--- src/rtl/scan_sequencer.sv ---
// Position scanner: steps a 3-bit decoder select through the enabled mask
// positions, dwelling DIV clocks on each, with hold, stop and frame-wrap pulse.
//
// state | meaning
// IDLE  | decoder off, sel parked at 0, waiting for start
// SCAN  | dwell counter running, sel advances at terminal count
// HOLD  | sel and dwell frozen, decoder still enabled
module scan_sequencer #(
  parameter int DIV = 4
) (
  input  logic       clk,
  input  logic       rst,
  input  logic       start,
  input  logic       stop,
  input  logic       hold,
  input  logic       dir,
  input  logic [7:0] mask,
  output logic [2:0] sel,
  output logic       en,
  output logic       wrap,
  output logic       busy
);

  typedef enum logic [1:0] {IDLE, SCAN, HOLD} state_t;

  localparam logic [7:0] DWELL_LAST = 8'(DIV - 1);

  state_t     state, state_nx;
  logic [7:0] dwell, dwell_nx;
  logic [2:0] sel_nx;
  logic [2:0] sel_adv;
  logic       en_nx, wrap_nx, busy_nx;

  function automatic logic [2:0] first_pos(input logic [7:0] m, input logic d);
    logic [2:0] p;
    logic [2:0] idx;
    logic       found;
    p     = 3'd0;
    found = 1'b0;
    for (int i = 0; i < 8; i++) begin
      idx = d ? 3'(7 - i) : 3'(i);
      if (!found && m[idx]) begin
        p     = idx;
        found = 1'b1;
      end
    end
    return p;
  endfunction

  // Steps 1..8 away from cur; step 8 lands back on cur for a single-bit mask.
  function automatic logic [2:0] next_pos(input logic [2:0] cur, input logic [7:0] m,
                                          input logic d);
    logic [2:0] p;
    logic [2:0] idx;
    logic       found;
    p     = cur;
    found = 1'b0;
    for (int i = 1; i <= 8; i++) begin
      idx = d ? (cur - 3'(i)) : (cur + 3'(i));
      if (!found && m[idx]) begin
        p     = idx;
        found = 1'b1;
      end
    end
    return p;
  endfunction

  assign sel_adv = next_pos(sel, mask, dir);

  always_comb begin
    state_nx = state;
    dwell_nx = dwell;
    sel_nx   = sel;
    en_nx    = en;
    wrap_nx  = 1'b0;
    busy_nx  = busy;
    case (state)
      IDLE: begin
        if (start && (mask != 8'd0)) begin
          state_nx = SCAN;
          sel_nx   = first_pos(mask, dir);
          dwell_nx = 8'd0;
          en_nx    = 1'b1;
          busy_nx  = 1'b1;
        end
      end
      SCAN, HOLD: begin
        if (hold) begin
          state_nx = HOLD;
        end else begin
          // Releasing hold counts as a dwell clock, mirroring the hold entry cycle.
          state_nx = SCAN;
          if (dwell >= DWELL_LAST) begin
            sel_nx   = sel_adv;
            dwell_nx = 8'd0;
            wrap_nx  = dir ? (sel_adv >= sel) : (sel_adv <= sel);
          end else begin
            dwell_nx = dwell + 8'd1;
          end
        end
      end
      default: state_nx = IDLE;
    endcase
    if (stop || ((state != IDLE) && (mask == 8'd0))) begin
      state_nx = IDLE;
      sel_nx   = 3'd0;
      dwell_nx = 8'd0;
      en_nx    = 1'b0;
      wrap_nx  = 1'b0;
      busy_nx  = 1'b0;
    end
  end

  always_ff @(posedge clk or posedge rst) begin
    if (rst) begin
      state <= IDLE;
      dwell <= 8'd0;
      sel   <= 3'd0;
      en    <= 1'b0;
      wrap  <= 1'b0;
      busy  <= 1'b0;
    end else begin
      state <= state_nx;
      dwell <= dwell_nx;
      sel   <= sel_nx;
      en    <= en_nx;
      wrap  <= wrap_nx;
      busy  <= busy_nx;
    end
  end

endmodule

--- config.mk ---
export PLATFORM = sky130hd
export DESIGN_NAME = scan_sequencer
export DESIGN_NICKNAME = d
export VERILOG_FILES = /design/src/rtl/scan_sequencer.sv
export SDC_FILE = /design/constraint.sdc
export NUM_CORES = 1
export LEC_CHECK = 0
export CORE_MARGIN = 2
export CORE_UTILIZATION = 60
export DETAILED_ROUTE_END_ITERATION = 12
export PLACE_DENSITY_LB_ADDON = 0.12
export SYNTH_ARGS = -nofsm -noshare
export SYNTH_HDL_FRONTEND = slang
export SYNTH_SLANG_ARGS = --single-unit
--- constraint.sdc ---
create_clock -name clk -period 6.07 [get_ports clk]
set_clock_uncertainty 0.2 [all_clocks]
set_input_delay 1.214 -clock clk [delete_from_list [all_inputs] [get_ports clk]]
set_output_delay 1.214 -clock clk [all_outputs]
set_load 0.01 [all_outputs]
### Word-level counts from Yosys, hierarchy flattened

Cells that the tools add are included.

* $add $sub $neg: 15
* order comparisons: 19
* eq/ne operators: 5
* multiplexer cells: 113
* reduce and logical (&&, ||, !) cells: 42

Operators by type and width (number)
* $mux W3: 35
* $lt A3 B4 Y1 const B: 16
* $mux W1: 52
* $bmux W1 S3: 16
* $mux W8: 4
* $logic_and A1 B1 Y1: 16
* $pmux W8 S2: 1
* $logic_not A1 Y1: 14
* $add A3 B3 Y3 const B: 4
* $sub A3 B3 Y3 const B: 4
* $ne A3 B3 Y1 const B: 3
* $add A8 B1 Y8 const B: 1
* $ge A8 B2 Y1 const B: 1
* $logic_not A8 Y1: 1
* $reduce_bool A8 Y1: 1
* $add A3 B2 Y3 const B: 2
* $mux W2: 3
* $pmux W3 S2: 1
* $reduce_bool A2 Y1: 3
* $sub A3 B2 Y3 const B: 2
* $pmux W2 S2: 1
* $reduce_and A4 Y1: 1
* $add A3 B1 Y3 const B: 1
* $ge A3 B3 Y1: 1
* other kinds (10): 10

* flip-flop bits (word level): 15
* input port bits: 14
* output and inout bits: 6

### Depth between registers and ports, before layout

Gate-level depths: netlist (run 1).

* word-level depth: 42
* mapped depth: 16
* depth with buffers taken out: 14

### Worst setup path before layout (run 1)

OpenSTA, ideal clock, no wires.

* kind: in2reg
* start: input dir
* end: register wrap
* library setup time: 0.138 ns
* arrival: 4.340 ns
* data required time: 5.732 ns
* slack: 1.392 ns
* stages on the path: 12
* buffers on the path: 1
* path through: fa_1 clkbuf_1 mux4_2 or3b_1 a2111oi_4 a21oi_1 o31a_1 ha_1 a21o_1 a22o_1 a221oi_1 nor4_1

* word-level cells in the longest chain between the ends: 31

RTL lines
* start, declared: line 16 `input logic dir,`
* $mux W3: line 59 `idx = d ? (cur - 3'(i)) : (cur + 3'(i));`
* $bmux W1 S3: line 60 `if (!found && m[idx]) begin`
* $mux W1 (implied by the code): line 60
* $mux W1: line 60
* $logic_not A1 Y1: line 60
* $logic_and A1 B1 Y1: line 60
* $mux W1: line 60
* $logic_not A1 Y1: line 60
* (+16 left out)
* $mux W3: line 60
* $le A3 B3 Y1 or $ge A3 B3 Y1 (tied branches): line 96 `wrap_nx = dir ? (sel_adv >= sel) : (sel_adv <= sel);`
* $mux W1 *: line 96
* $mux W1 *: line 93 `if (dwell >= DWELL_LAST) begin`
* $mux W1 *: line 88 `if (hold) begin`
* $mux W1 *: line 77 `case (state)`
* $mux W1 *: line 104 `if (stop || ((state != IDLE) && (mask == 8'd0))) begin`
* named net wrap_nx: line 32 `logic en_nx, wrap_nx, busy_nx;`
* end signal, assigned: line 127 `wrap <= wrap_nx;`
* end, declared: line 20 `output logic wrap,`

The timed path passes the listed nets; every way through them passes the cells marked *. The select of a mux whose other input is x is not followed.
A chain may end at the register's enable or synchronous reset.

### Worst setup path after layout (run 1)

Ends and elaborated chain as after synthesis.

==> results_dict.tcl, run 1 <==
set metrics [dict create \
    status "complete, no violations" \
    yosys_warnings 0 \
    start_util_pct 63.3 \
    ys_ff_latch 15 \
    critPathTopFamily "compound AO/OA/AOI/OAI gates" \
    fin_crit_sh_pct 82.8 \
    io_pins 20 \
    stdcell_area_um2 2140 \
    die_w_um 60.8 \
    core-area_um2 3050 \
    yosysUniqueCellTypes 68 \
    postCtsSetupBuffers 0 \
    cp.depth 12 \
    final_nets 248 \
    worstSetupPathType "in -> reg" \
    grt_usage_pct 29.2 \
    cts_num_sinks 15 \
    area_growth_pct 10.6 \
    rsz0062_at_grt "no" \
    fillers 263 \
    ctsLongestPathBuffers 2 \
    cts_max_level 1 \
    rr_endpoint "wrap" \
    synth_cells 215 \
    ctsHoldBuffers 0 \
    crit_start "dir" \
    diodes 0 \
    maxSlewViolCount 0 \
    ant_nets 0 \
    avgSynthCellArea_um2 8.99 \
    reg2reg_from "sel[0]" \
    die_area_um2 3690 \
    num_vias 1799 \
    cp-endpoint "wrap" \
    hp-class "reg -> reg" \
    critPathArrivalTime_ns 4.97 \
    grt_max_degree 26 \
    wl_per_cell_um 18.0 \
    fin_util_pct 70.0 \
    path_buf_inv 1 \
    synth-edff-count 0 \
    worst-r2r-cell-count 12 \
    cp_slowest_cell "fa_1" \
    hold_violations 0 \
    cp_max_fo 9 \
    mostFrequentLayoutCells "clkdlybuf4s50_1 (19), nor2_1 (16), nand2_1 (15), dfrtp_1 (15), a21oi_1 (13)" \
    rrSetupSlack_ns 1.52 \
    drc 0 \
    cts_tree "done" \
    layout_commonest_cell "clkdlybuf4s50_1" \
    routabilityCongestion 0.931 \
    cts.clk_slew.worst_paths_ns 0.09 \
    antenna_found_initial 0 \
    overflow 0 \
    power_density_nw_per_um2 462 \
    via_per_inst 6.69 \
    tightestPinTransition_ns 0.666 \
    vdd.ir_drop.worst_uv 188 \
    drt-initial-drc-count 168 \
    cp.required_ns 6.02 \
    ys_seq_area_share_pct 19.4 \
    fin_crit_ns 5.02 \
    clock_latency_ns 0.28 \
    portBuffers 19 \
    placed_cells 265 \
    drtPass1Iterations 4 \
    leakage_nw 0.846 \
    layout-drive-gt1-share_pct 12.0 \
    dp_hpwl_um 3630 \
    syn_area_um2 1930 \
    place_area_um2 2110 \
    layout.cells.non_filler 269 \
    ys.flop_type "dfrtp_1" \
    fmax_ghz 0.199 \
    relSlewSlack_pct 55.6 \
    die_y_um 60.8 \
    crit_path_cell_trace "clkdlybuf4s50_1 > fa_1 > mux4_2 > or3b_1 > a2111oi_4 > a21oi_1 > o31a_1 > ha_1 > a21o_1 > a22o_1 > a221oi_1 > nor4_1" \
    tns_ns 0 \
    rows 20 \
    grt_pass1_vias 1702 \
    cts_buffers 3 \
    max_stage_delay_ns 0.75 \
    async_flop_share_pct 100 \
    cap_violations 0 \
    setup.worst_path.end_class "register" \
    clockRootBuffer "clkbuf_4" \
    wirelength_um 4830 \
    syn_nets 237 \
    grt_pass1_wl_um 8200 \
    setup_viol 0 \
    startpoint_type "input pin" \
    cts.repair.resized 0 \
]
-- stage by stage --
| step | total power, W | hold WS, ns | setup slack, ns |
|---|---|---|---|
| after floorplan | 0.000777 | 0.256 | 1.39 |
| after global placement | 0.000893 | 0.276 | 0.862 |
| after detailed placement | 0.000922 | 0.302 | 0.776 |
| after CTS | 0.000982 | 0.328 | 1.07 |
| after global routing | 0.00108 | 0.339 | 0.822 |
| final | 0.000988 | 0.325 | 1.05 |
-- where the power goes --
group          switching [W]  internal (W)  total [W]
registers          0.0000353      0.000110   0.000145
clock network      0.0000334     0.0000245  0.0000578
logic               0.000418      0.000367   0.000785
-- area by class of cell --
type / instances / area (um^2) / share of cell area [%]
Clock buffer: 3 / 22.5 / 1.05
Multi-Input combinational cell: 174 / 1440 / 67.2
Timing Repair Buffer: 20 / 198 / 9.25
Tap cell: 44 / 55.1 / 2.57
Sequential cell: 15 / 375 / 17.6
Clock inverter: 1 / 5.00 / 0.234
Inverter: 12 / 45.0 / 2.11
-- Yosys cell counts, drive strengths merged (7+ instances only) --
| master | number | area share, % |
|---|---|---|
| clkbuf | 7 | 1.4 |
| nand2 | 15 | 2.9 |
| dfrtp | 15 | 19 |
| inv | 12 | 2.3 |
| o21ai | 12 | 3.1 |
| buf | 7 | 2.5 |
| nor3 | 7 | 2.1 |
| nor2 | 18 | 4.5 |
| a21oi | 13 | 3.4 |
| nand3 | 7 | 2.5 |
| mux4 | 8 | 9.7 |
| a31oi | 7 | 2.3 |
-- registers in the layout, summed over array words and instances (netlist names) --
register / cells
dwell: 8
sel: 3
wrap: 1
busy: 1
state: 2
-- layer usage --
metal	share of wire (%)	GRT usage (%)	wire (um)	vias to the layer above
met5	0	0	0	-
met4	0.29	3.42	14	0
met3	5.0	4.48	241	2
met2	49	47.8	2350	69
met1	46	42.4	2230	874
li1	-	-	-	854
-- how the worst min path moves through the flow --
stage,startpoint,endpoint,slack [ns],cells past startpoint
2_1_floorplan,dwell[7],dwell[7],0.26,2
3_3_place_gp,dwell[7],dwell[7],0.28,2
3_5_place_dp,dwell[3],dwell[3],0.30,1
4_1_cts,dwell[3],dwell[3],0.33,1
5_1_grt,dwell[3],dwell[3],0.34,1
6_report,dwell[3],dwell[3],0.32,1
-- worst register-to-register path, cell delays in order, from the launching register on --
cell and delay [ns]:
dfrtp_1 0.78, inv_1 0.14, fa_1 0.74, mux4_2 0.44, or3b_1 0.42, a2111oi_4 0.37, a21oi_1 0.10, o31a_1 0.25
ha_1 0.28, a21o_1 0.17, a22o_1 0.17, a221oi_1 0.26, nor4_1 0.08
-- kinds of logic after synthesis --
| kind of cell | count (synthesis) | share of synthesized area, % |
|---|---|---|
| buffers and inverters | 26 | 6.21 |
| AO/OA/AOI/OAI | 69 | 26.7 |
| adder cells (fa/ha/maj) | 8 | 5.95 |
| XOR/XNOR | 4 | 4.01 |
| flip-flops | 15 | 19.4 |
| AND/OR/NAND/NOR | 74 | 21.5 |
| multiplexers | 19 | 16.2 |
Note: power is estimated with default switching activity, not from simulation.
==> run 2, diff against run 1 <==
- CORE_UTILIZATION: 60 -> 58
- clock period: 6.07 -> 4.7 ns (I/O delays scaled with it)
==> run 2 against run 1 <==
Routed wire length up 5.6%. Cell count grew 10%. Worst setup slack worse by 0.92 ns.
==> results_dict.tcl, run 2 (same netlist as run 1, synthesis figures left out) <==
set metrics [dict create \
    status "complete, no violations" \
    cts_tree "done" \
    fin_util_pct 75.7 \
    die_w_um 61.7 \
    p_total_w 0.00152 \
    largestRegisters "dwell (8), sel (3), state (2)" \
    postCtsSetupBuffers 0 \
    start_util_pct 62.3 \
    io_pins 20 \
    overflow 0 \
    internal_power_w 0.000816 \
    routabilityCongestion 0.891 \
    layout-drive-gt1-share_pct 22.2 \
    vdd.ir_drop.worst_uv 424 \
    drc 0 \
    cts.repair.resized 0 \
    cts.clk_slew.worst_paths_ns 0.09 \
    grt_pass1_vias 1837 \
    core-area_um2 3100 \
    swShare_pct 46.4 \
    cts_buffers 3 \
    grt_pass1_wl_um 8290 \
    final_nets 275 \
    whs_ns 0.310 \
    die_y_um 61.7 \
    clock_latency_ns 0.28 \
    drt-initial-drc-count 136 \
    reg2reg_from "sel[1]" \
    largest_reg_flops 8 \
    ctsHoldBuffers 0 \
    hold_start "dwell[7]" \
    maxSlewViolCount 0 \
    leakage_nw 0.977 \
    rsz0062_at_grt "no" \
    clockRootBuffer "clkbuf_4" \
    drtPass1Iterations 4 \
    rr_endpoint "wrap" \
    wl_per_cell_um 17.2 \
    fmax_ghz 0.218 \
    via_per_inst 6.36 \
    critPathArrivalTime_ns 4.55 \
    relSlewSlack_pct 61.6 \
    dp_hpwl_um 4010 \
    layout_commonest_cell "buf_4" \
    area_growth_pct 21.6 \
    wirelength_um 5110 \
    setup.worst_path.end_class "register" \
    fillers 242 \
    cts_max_level 1 \
    die_area_um2 3810 \
    worstSetupPathType "in -> reg" \
    stdcell_area_um2 2350 \
    setup_viol 0 \
    antenna_found_initial 0 \
    portBuffers 19 \
    cap_violations 0 \
    fin_crit_sh_pct 97.4 \
    grt_max_degree 26 \
    p_switching_w 0.000707 \
    tightestPinTransition_ns 0.575 \
    place_area_um2 2310 \
    hold_depth 2 \
    rrSetupSlack_ns 0.75 \
    cp.required_ns 4.67 \
    startpoint_type "input pin" \
    ctsLongestPathBuffers 2 \
    grt_usage_pct 28.9 \
    cp_max_fo 6 \
    min_to "dwell[7]" \
    rows 20 \
    combPwrFrac_pct 84.7 \
    pwr-share-seq_pct 10.5 \
    worst-r2r-cell-count 13 \
    regMostFlops "dwell" \
    p_clk_share_pct 4.8 \
    hold_violations 0 \
    power_density_nw_per_um2 648 \
    fin_crit_ns 4.58 \
    hp-class "reg -> reg" \
    ant_nets 0 \
    num_vias 1884 \
    cts_num_sinks 15 \
    mostFrequentLayoutCells "buf_4 (28), clkdlybuf4s50_1 (19), nor2_1 (16)" \
    diodes 0 \
]
run 2: cell type report:
type	instances	area (um^2)	area share, %
tap	44	55.1	2.34
sequential	15	375	16.0
clock inverter	1	5.00	0.213
inverter	12	45.0	1.92
multi-input combinational	174	1450	61.6
timing repair buffer	47	400	17.0
clock buffer	3	22.5	0.958
run 2: power groups by stage:
stage / logic [W] / registers (W) / clock network, W
final: 0.00129 / 0.000159 / 0.0000736
after global routing: 0.00138 / 0.000161 / 0.0000790
after CTS: 0.00126 / 0.000159 / 0.0000741
after detailed placement: 0.00126 / 0.000161 / 0
after global placement: 0.00122 / 0.000160 / 0
after floorplan: 0.000840 / 0.000163 / 0
run 2: worst max path at each step:
stage,start,end,slack [ns],depth (start not counted)
after floorplan,dir,wrap,0.30,12
after CTS,dir,wrap,0.06,12
after global routing,dir,wrap,0.006,12
final,dir,wrap,0.12,13
after detailed placement,dir,wrap,-0.22,12
after global placement,dir,wrap,-0.16,12
run 2: worst max-delay path: stages:
cell and delay (ns):
clkdlybuf4s50_1 0.46, fa_2 0.65, mux4_2 0.33, or3b_1 0.41
a2111oi_4 0.36, buf_4 0.17, a311o_1 0.12, a22oi_1 0.11
nand2b_1 0.18, ha_1 0.30, a211oi_1 0.22, a221oi_1 0.08
nor4_1 0.23
run 2: routing by layer:
metal	routed length (um)	track usage, %	up-vias	share of wire, %
li1	-	-	904	-
met1	2080	36.1	895	41
met2	2700	53.2	75	53
met3	267	2.28	10	5.2
met4	55	8.51	0	1.1
met5	0	0	-	0
run 2: through the flow:
step,cells,setup WS (ns),setup TNS [ns]
2_1_floorplan,215,0.296,0
3_3_place_gp,292,-0.163,-0.163
3_5_place_dp,292,-0.219,-0.219
4_1_cts,296,0.0580,0
5_1_grt,296,0.00606,0
6_report,296,0.123,0
==> run 3, diff against run 2 <==
- CTS_CLUSTER_DIAMETER: default -> 150
==> results of run 3 <==
Final layout, timing and power as in run 2 (identical DEF).
